$ cat src/rtl/instr_enc_writer_if.sv
// Request and instruction-memory write bus for instr_enc_writer.
// The slave modport is the encoder's view; master is the requester/memory side.
interface instr_enc_writer_if #(
    parameter int ADDR_W = 8
);
    logic              in_valid;
    logic              in_ready;
    logic [5:0]        op_id;
    logic [4:0]        rd;
    logic [4:0]        rs1;
    logic [4:0]        rs2;
    logic [31:0]       imm;
    logic              mem_we;
    logic [ADDR_W-1:0] mem_addr;
    logic [31:0]       mem_wdata;
    logic              mem_ack;

    modport master (
        output in_valid, op_id, rd, rs1, rs2, imm, mem_ack,
        input  in_ready, mem_we, mem_addr, mem_wdata
    );

    modport slave (
        input  in_valid, op_id, rd, rs1, rs2, imm, mem_ack,
        output in_ready, mem_we, mem_addr, mem_wdata
    );
endinterface

$ cat src/rtl/instr_enc_writer.sv
// Encodes one RV32I instruction per request and writes it to sequential
// instruction-memory words, flagging illegal mnemonics and unencodable immediates.
module instr_enc_writer #(
    parameter int ADDR_W = 8
) (
    input  logic              clk,
    input  logic              rst,
    instr_enc_writer_if.slave bus,
    input  logic              flush,
    output logic              full,
    output logic [ADDR_W:0]   instr_count,
    output logic              err_illegal,
    output logic              err_imm_range
);
    typedef enum logic [1:0] {IDLE, ENC, WR} state_t;
    typedef enum logic [2:0] {F_U, F_J, F_I, F_B, F_S, F_SH, F_R, F_X} fmt_t;

    state_t             state, state_nxt;
    fmt_t               fmt;
    logic [5:0]         op_q;
    logic [4:0]         rd_q, rs1_q, rs2_q;
    logic [31:0]        imm_q, wdata_q, enc_word;
    logic signed [31:0] simm;
    logic [6:0]         opc, f7;
    logic [2:0]         f3;
    logic [ADDR_W-1:0]  ptr;
    logic               enc_illegal, enc_bad_imm, accept, wr_done;

    assign simm    = imm_q;
    assign accept  = bus.in_valid && bus.in_ready;
    assign wr_done = (state == WR) && bus.mem_ack;

    always_comb begin
        bus.in_ready  = (state == IDLE) && !full;
        bus.mem_we    = (state == WR);
        bus.mem_addr  = ptr;
        bus.mem_wdata = wdata_q;
    end

    always_ff @(posedge clk) begin
        if (rst || flush) state <= IDLE;
        else              state <= state_nxt;
    end

    always_comb begin
        state_nxt = state;
        case (state)
            IDLE:    if (accept) state_nxt = ENC;
            ENC:     state_nxt = (enc_illegal || enc_bad_imm) ? IDLE : WR;
            WR:      if (bus.mem_ack) state_nxt = IDLE;
            default: state_nxt = IDLE;
        endcase
    end

    // Mnemonic decode: format, opcode (where the format does not fix it), func3, func7.
    always_comb begin
        fmt = F_X;
        opc = '0;
        f3  = '0;
        f7  = '0;
        case (op_q)
            6'd0:  begin fmt = F_U;  opc = 7'b0110111; end
            6'd1:  begin fmt = F_U;  opc = 7'b0010111; end
            6'd2:  begin fmt = F_J;  opc = 7'b1101111; end
            6'd3:  begin fmt = F_I;  opc = 7'b1100111; end
            6'd4:  begin fmt = F_B;  f3 = 3'b000; end
            6'd5:  begin fmt = F_B;  f3 = 3'b001; end
            6'd6:  begin fmt = F_B;  f3 = 3'b100; end
            6'd7:  begin fmt = F_B;  f3 = 3'b101; end
            6'd8:  begin fmt = F_B;  f3 = 3'b110; end
            6'd9:  begin fmt = F_B;  f3 = 3'b111; end
            6'd10: begin fmt = F_I;  opc = 7'b0000011; f3 = 3'b000; end
            6'd11: begin fmt = F_I;  opc = 7'b0000011; f3 = 3'b001; end
            6'd12: begin fmt = F_I;  opc = 7'b0000011; f3 = 3'b010; end
            6'd13: begin fmt = F_I;  opc = 7'b0000011; f3 = 3'b100; end
            6'd14: begin fmt = F_I;  opc = 7'b0000011; f3 = 3'b101; end
            6'd15: begin fmt = F_S;  f3 = 3'b000; end
            6'd16: begin fmt = F_S;  f3 = 3'b001; end
            6'd17: begin fmt = F_S;  f3 = 3'b010; end
            6'd18: begin fmt = F_I;  opc = 7'b0010011; f3 = 3'b000; end
            6'd19: begin fmt = F_I;  opc = 7'b0010011; f3 = 3'b010; end
            6'd20: begin fmt = F_I;  opc = 7'b0010011; f3 = 3'b011; end
            6'd21: begin fmt = F_I;  opc = 7'b0010011; f3 = 3'b100; end
            6'd22: begin fmt = F_I;  opc = 7'b0010011; f3 = 3'b110; end
            6'd23: begin fmt = F_I;  opc = 7'b0010011; f3 = 3'b111; end
            6'd24: begin fmt = F_SH; f3 = 3'b001; end
            6'd25: begin fmt = F_SH; f3 = 3'b101; end
            6'd26: begin fmt = F_SH; f3 = 3'b101; f7 = 7'b0100000; end
            6'd27: begin fmt = F_R;  f3 = 3'b000; end
            6'd28: begin fmt = F_R;  f3 = 3'b000; f7 = 7'b0100000; end
            6'd29: begin fmt = F_R;  f3 = 3'b001; end
            6'd30: begin fmt = F_R;  f3 = 3'b010; end
            6'd31: begin fmt = F_R;  f3 = 3'b011; end
            6'd32: begin fmt = F_R;  f3 = 3'b100; end
            6'd33: begin fmt = F_R;  f3 = 3'b101; end
            6'd34: begin fmt = F_R;  f3 = 3'b101; f7 = 7'b0100000; end
            6'd35: begin fmt = F_R;  f3 = 3'b110; end
            6'd36: begin fmt = F_R;  f3 = 3'b111; end
            default: fmt = F_X;
        endcase
    end

    always_comb begin
        enc_word    = '0;
        enc_illegal = 1'b0;
        enc_bad_imm = 1'b0;
        case (fmt)
            F_U: begin
                enc_bad_imm = (imm_q[11:0] != 12'd0);
                enc_word    = {imm_q[31:12], rd_q, opc};
            end
            F_J: begin
                enc_bad_imm = (simm < -32'sd1048576) || (simm > 32'sd1048574) || imm_q[0];
                enc_word    = {imm_q[20], imm_q[10:1], imm_q[11], imm_q[19:12], rd_q, opc};
            end
            F_I: begin
                enc_bad_imm = (simm < -32'sd2048) || (simm > 32'sd2047);
                enc_word    = {imm_q[11:0], rs1_q, f3, rd_q, opc};
            end
            F_B: begin
                enc_bad_imm = (simm < -32'sd4096) || (simm > 32'sd4094) || imm_q[0];
                enc_word    = {imm_q[12], imm_q[10:5], rs2_q, rs1_q, f3,
                               imm_q[4:1], imm_q[11], 7'b1100011};
            end
            F_S: begin
                enc_bad_imm = (simm < -32'sd2048) || (simm > 32'sd2047);
                enc_word    = {imm_q[11:5], rs2_q, rs1_q, f3, imm_q[4:0], 7'b0100011};
            end
            F_SH: begin
                enc_bad_imm = (imm_q[31:5] != 27'd0);
                enc_word    = {f7, imm_q[4:0], rs1_q, f3, rd_q, 7'b0010011};
            end
            F_R:     enc_word    = {f7, rs2_q, rs1_q, f3, rd_q, 7'b0110011};
            default: enc_illegal = 1'b1;
        endcase
    end

    always_ff @(posedge clk) begin
        if (rst) begin
            op_q          <= '0;
            rd_q          <= '0;
            rs1_q         <= '0;
            rs2_q         <= '0;
            imm_q         <= '0;
            wdata_q       <= '0;
            ptr           <= '0;
            instr_count   <= '0;
            full          <= 1'b0;
            err_illegal   <= 1'b0;
            err_imm_range <= 1'b0;
        end else if (flush) begin
            ptr         <= '0;
            instr_count <= '0;
            full        <= 1'b0;
        end else begin
            if (accept) begin
                op_q  <= bus.op_id;
                rd_q  <= bus.rd;
                rs1_q <= bus.rs1;
                rs2_q <= bus.rs2;
                imm_q <= bus.imm;
            end
            if (state == ENC) begin
                if (enc_illegal)      err_illegal   <= 1'b1;
                else if (enc_bad_imm) err_imm_range <= 1'b1;
                else                  wdata_q       <= enc_word;
            end
            if (wr_done) begin
                ptr         <= ptr + 1'b1;
                instr_count <= instr_count + 1'b1;
                if (ptr == '1) full <= 1'b1;
            end
        end
    end
endmodule

$ cat src/flat_wrapper.sv
// flat-port wrapper written by rule: the top's interface ports become plain ports
module instr_enc_writer_flat 
#(
    parameter int ADDR_W = 8
)
  (clk, rst, flush, full, instr_count, err_illegal, err_imm_range, bus_in_valid, bus_op_id, bus_rd, bus_rs1, bus_rs2, bus_imm, bus_mem_ack, bus_in_ready, bus_mem_we, bus_mem_addr, bus_mem_wdata);
  instr_enc_writer_if #(.ADDR_W(ADDR_W)) bus_i ();
  input  logic clk;
  input  logic rst;
  input  logic flush;
  output logic full;
  output logic [ADDR_W:0] instr_count;
  output logic err_illegal;
  output logic err_imm_range;
  input wire logic [$bits(bus_i.in_valid)-1:0] bus_in_valid;
  input wire logic [$bits(bus_i.op_id)-1:0] bus_op_id;
  input wire logic [$bits(bus_i.rd)-1:0] bus_rd;
  input wire logic [$bits(bus_i.rs1)-1:0] bus_rs1;
  input wire logic [$bits(bus_i.rs2)-1:0] bus_rs2;
  input wire logic [$bits(bus_i.imm)-1:0] bus_imm;
  input wire logic [$bits(bus_i.mem_ack)-1:0] bus_mem_ack;
  output wire logic [$bits(bus_i.in_ready)-1:0] bus_in_ready;
  output wire logic [$bits(bus_i.mem_we)-1:0] bus_mem_we;
  output wire logic [$bits(bus_i.mem_addr)-1:0] bus_mem_addr;
  output wire logic [$bits(bus_i.mem_wdata)-1:0] bus_mem_wdata;
  assign bus_i.in_valid = bus_in_valid;
  assign bus_i.op_id = bus_op_id;
  assign bus_i.rd = bus_rd;
  assign bus_i.rs1 = bus_rs1;
  assign bus_i.rs2 = bus_rs2;
  assign bus_i.imm = bus_imm;
  assign bus_i.mem_ack = bus_mem_ack;
  assign bus_in_ready = bus_i.in_ready;
  assign bus_mem_we = bus_i.mem_we;
  assign bus_mem_addr = bus_i.mem_addr;
  assign bus_mem_wdata = bus_i.mem_wdata;
  instr_enc_writer #(.ADDR_W(ADDR_W)) u_core (.clk(clk), .rst(rst), .bus(bus_i), .flush(flush), .full(full), .instr_count(instr_count), .err_illegal(err_illegal), .err_imm_range(err_imm_range));
endmodule
$ cat config.mk
export PLATFORM = sky130hd
export DESIGN_NAME = instr_enc_writer_flat
export DESIGN_NICKNAME = d
export VERILOG_FILES = /design/src/rtl/instr_enc_writer_if.sv /design/src/rtl/instr_enc_writer.sv /design/src/flat_wrapper.sv
export SDC_FILE = /design/constraint.sdc
export NUM_CORES = 1
export LEC_CHECK = 0
export CAP_MARGIN = 0
export CORE_MARGIN = 5
export CORE_UTILIZATION = 35
export CTS_BUF_LIST = sky130_fd_sc_hd__clkbuf_4
export CTS_CLUSTER_DIAMETER = 80
export DETAILED_ROUTE_END_ITERATION = 8
export PLACE_DENSITY_LB_ADDON = 0.12
export SLEW_MARGIN = 20
export SYNTH_ARGS = -nofsm -noshare
export SYNTH_HDL_FRONTEND = slang
export SYNTH_SLANG_ARGS = --single-unit
$ cat constraint.sdc
create_clock -name clk -period 2.45 [get_ports clk]
set_input_delay 0.245 -clock clk [delete_from_list [all_inputs] [get_ports clk]]
set_output_delay 0.245 -clock clk [all_outputs]
set_load 0.01 [all_outputs]
==> impl_metrics.ini <==
[floorplan]
coreArea_um2 = 14400
die_area_um2 = 17000
io_pins = 112
rows = 44
die_h_um = 130
initial_core_util_pct = 35.4
die_x_um = 130

[cts]
cts-root-buf = clkbuf_4
cts.sinks = 106
cts_tree = built
insertion_delay_ns = 0.48
clk_pin_slew_ns = 0.19
clock_path_buffers = 2
cts-htree-levels = 3
post_cts_buffers = 0
numCtsBuffers = 9

[job]
cap_violations = 0

[synth]
ys_ff_latch = 106
synthCells = 643
ys_warn_count = 0
async_flop_share_pct = 0
seq_area_frac_synth_pct = 41.8
synth_cell_type_count = 65
ys_dominant_reg_cell = dfxtp_1
syn-cell-area_um2 = 5080
synth-edff-count = 0
avgSynthCellArea_um2 = 7.90
synthesis.nets = 703

[critical_path]
cp_slowest_cell = nor4_1
cp.arrival_ns = 2.87
critPathRequiredTime_ns = 2.86
crit_fanout = 12
crit_chain = nor4_1 -> nand4_1 -> a22oi_1 -> o311ai_2 -> buf_4 -> or4_1 -> a21oi_1
cp-start-kind = flip-flop
critPathKind = flip-flop to flip-flop
slowest_delay_ns = 0.53
endpoint_kind = flip-flop

[finish]
drive_above_1_share_pct = 12.2
syn2layout_area_growth_pct = 34.7
nFillCells = 1447
final_cell_mix = 126 x nand2_1, 110 x clkdlybuf4s50_1, 101 x dfxtp_1
nets = 828
layout_commonest_cell = nand2_1

[routing]
vias = 5210
drt_pre_antenna_iters = 6
initialDrtViolationCount = 364
wl_per_cell_um = 18.1
routed_via_density = 5.44
drc = 0
drt_wl_total_um = 17300
ant_nets = 0

[grt]
grt-ovfl-total = 0
grt_pass1_wl_um = 26900
grt_pass1_vias = 5104
grt_max_degree = 80
antenna_found_initial = 1
gr-usage-all-layers_pct = 20.2

[sta]
final-setup-viol-count = 1
slew_violations = 0
max_freq_mhz = 407
fin_crit_sh_pct = 100
period_needed_ns = 2.46
fin_skew_ns = 0.0213
rsz0062_at_grt = true
worst_pin_slew_ns = 1.05
whs_ns = 0.276
slew_headroom_pct = 30.0
worst_slack_ns = -0.00722
final-hold-violation-count = 0

[power_and_ir_drop]
p_comb_share_pct = 20.2
leakage_nw = 2.44
p_int_mw = 2.55
share_seq_of_total_power_pct = 50.4
power.share.clock_pct = 29.4
power_density_nw_per_um2 = 535
switching_share_pct = 30.4
vdd_ir_drop_max_uv = 256
switchingPower_mw = 1.12

[placement]
dp_slack_ns = 0.0982
hpwl_um = 13000
port_buffers = 111
globalplace.congestion = 0.896

[worst_hold_path]
hp-class = primary input to flip-flop

[outcome]
status = finished, violations left
violations = setup timing
-- path summary, 6_finish.rpt --
check	start	end	slack (ns)	depth (start not counted)
worst min register to register	u_core.rs2_q[0]	u_core.rs2_q[0]	0.47	2
worst min-delay path	bus_imm[19]	u_core.imm_q[19]	0.28	3
worst max register to register	u_core.imm_q[8]	u_core.state[1]	-0.007	7
worst max-delay path	u_core.imm_q[8]	u_core.state[1]	-0.007	7
-- power groups by stage --
| stage | clock [mW] | combinational [mW] | sequential, mW |
|---|---|---|---|
| finish | 1.08 | 0.741 | 1.85 |
| global route | 1.17 | 0.803 | 1.85 |
| CTS | 1.11 | 0.736 | 1.84 |
| detailed placement | 0 | 0.733 | 1.88 |
| global placement | 0 | 0.729 | 1.88 |
| floorplan | 0 | 0.383 | 1.86 |
-- metal layers --
metal | global-route usage, % | share of wire, % | up-vias
met3 | 3.33 | 4.7 | 29
li1 | - | - | 2557
met5 | 0 | 0 | -
met1 | 27.8 | 47 | 2463
met4 | 7.14 | 2.0 | 0
met2 | 32.2 | 46 | 161
-- Yosys cell counts, types with 5 or more instances --
cell,n,area (um^2)
nand3_1,5,25.0
xor2_1,11,96.3
a31oi_1,5,31.3
o21ai_0,24,120
a32oi_1,5,43.8
a22oi_1,13,97.6
buf_2,9,45.0
a22o_1,7,61.3
inv_1,12,45.0
a211oi_1,16,120
a21o_1,7,52.6
clkbuf_1,34,128
o211a_1,6,60.1
nand2b_1,11,68.8
nor2b_1,11,68.8
nor4_1,8,50.1
dfxtp_1,106,2120
nor3_1,18,90.1
nor2_1,26,97.6
nand2_1,126,473
nand4_1,16,100
a21oi_1,91,455
-- metrics by stage --
step                cell area, um^2  power, mW  cells  utilization (%)  setup TNS, ns
floorplan                      5080       2.25    643                -              0
global placement               6650       2.61    941             46.3              0
detailed placement             6650       2.61    941             46.3              0
CTS                            6830       3.69    957             47.5              0
global route                   6850       3.83    958             47.6       -0.00233
finish                         6850       3.66    958             47.6       -0.00722
-- timing repair --
action,CTS,global route
hold buffers,0,0
gates resized for setup,0,7
setup endpoints to repair,0,26
-- sequential cells by signal (all words and copies together) (netlist names) --
| register | count |
|---|---|
| u_core.err_imm_range | 1 |
| u_core.full | 1 |
| u_core.bus.mem_wdata | 31 |
| u_core.rs1_q | 5 |
| u_core.rd_q | 5 |
| u_core.state | 2 |
| u_core.bus.mem_addr | 8 |
| u_core.rs2_q | 5 |
| u_core.imm_q | 32 |
| u_core.err_illegal | 1 |
| u_core.instr_count | 9 |
| u_core.op_q | 6 |
-- area by class of cell --
class / instances / area [um^2] / share of cell area [%]
Multi-Input combinational cell: 475 / 2720 / 39.8
Sequential cell: 106 / 2130 / 31.1
Timing Repair Buffer: 163 / 1530 / 22.4
Tap cell: 184 / 230 / 3.36
Clock inverter: 7 / 111 / 1.63
Clock buffer: 9 / 67.6 / 0.987
Inverter: 13 / 48.8 / 0.713
Antenna cell: 1 / 2.50 / 0.0365
-- logic make-up after synthesis --
| kind of cell | after synthesis | share of synthesized area, % |
|---|---|---|
| AND/OR/NAND/NOR | 249 | 23.4 |
| adder cells (fa/ha/maj) | 2 | 0.492 |
| flip-flops | 106 | 41.8 |
| multiplexers | 3 | 0.591 |
| AO/OA/AOI/OAI | 206 | 26.1 |
| XOR/XNOR | 15 | 2.59 |
| buffers and inverters | 62 | 5.10 |
-- critical path, delay by kind of cell, from the launching register on --
| family | cells | cell delay, ns |
|---|---|---|
| AOI/OAI and AO/OA | 3 | 0.60 |
| buffers and inverters | 1 | 0.22 |
| and+or+nand+nor | 3 | 1.20 |
| DFF | 1 | 0.37 |
Note: power is estimated with default switching activity, not from simulation.
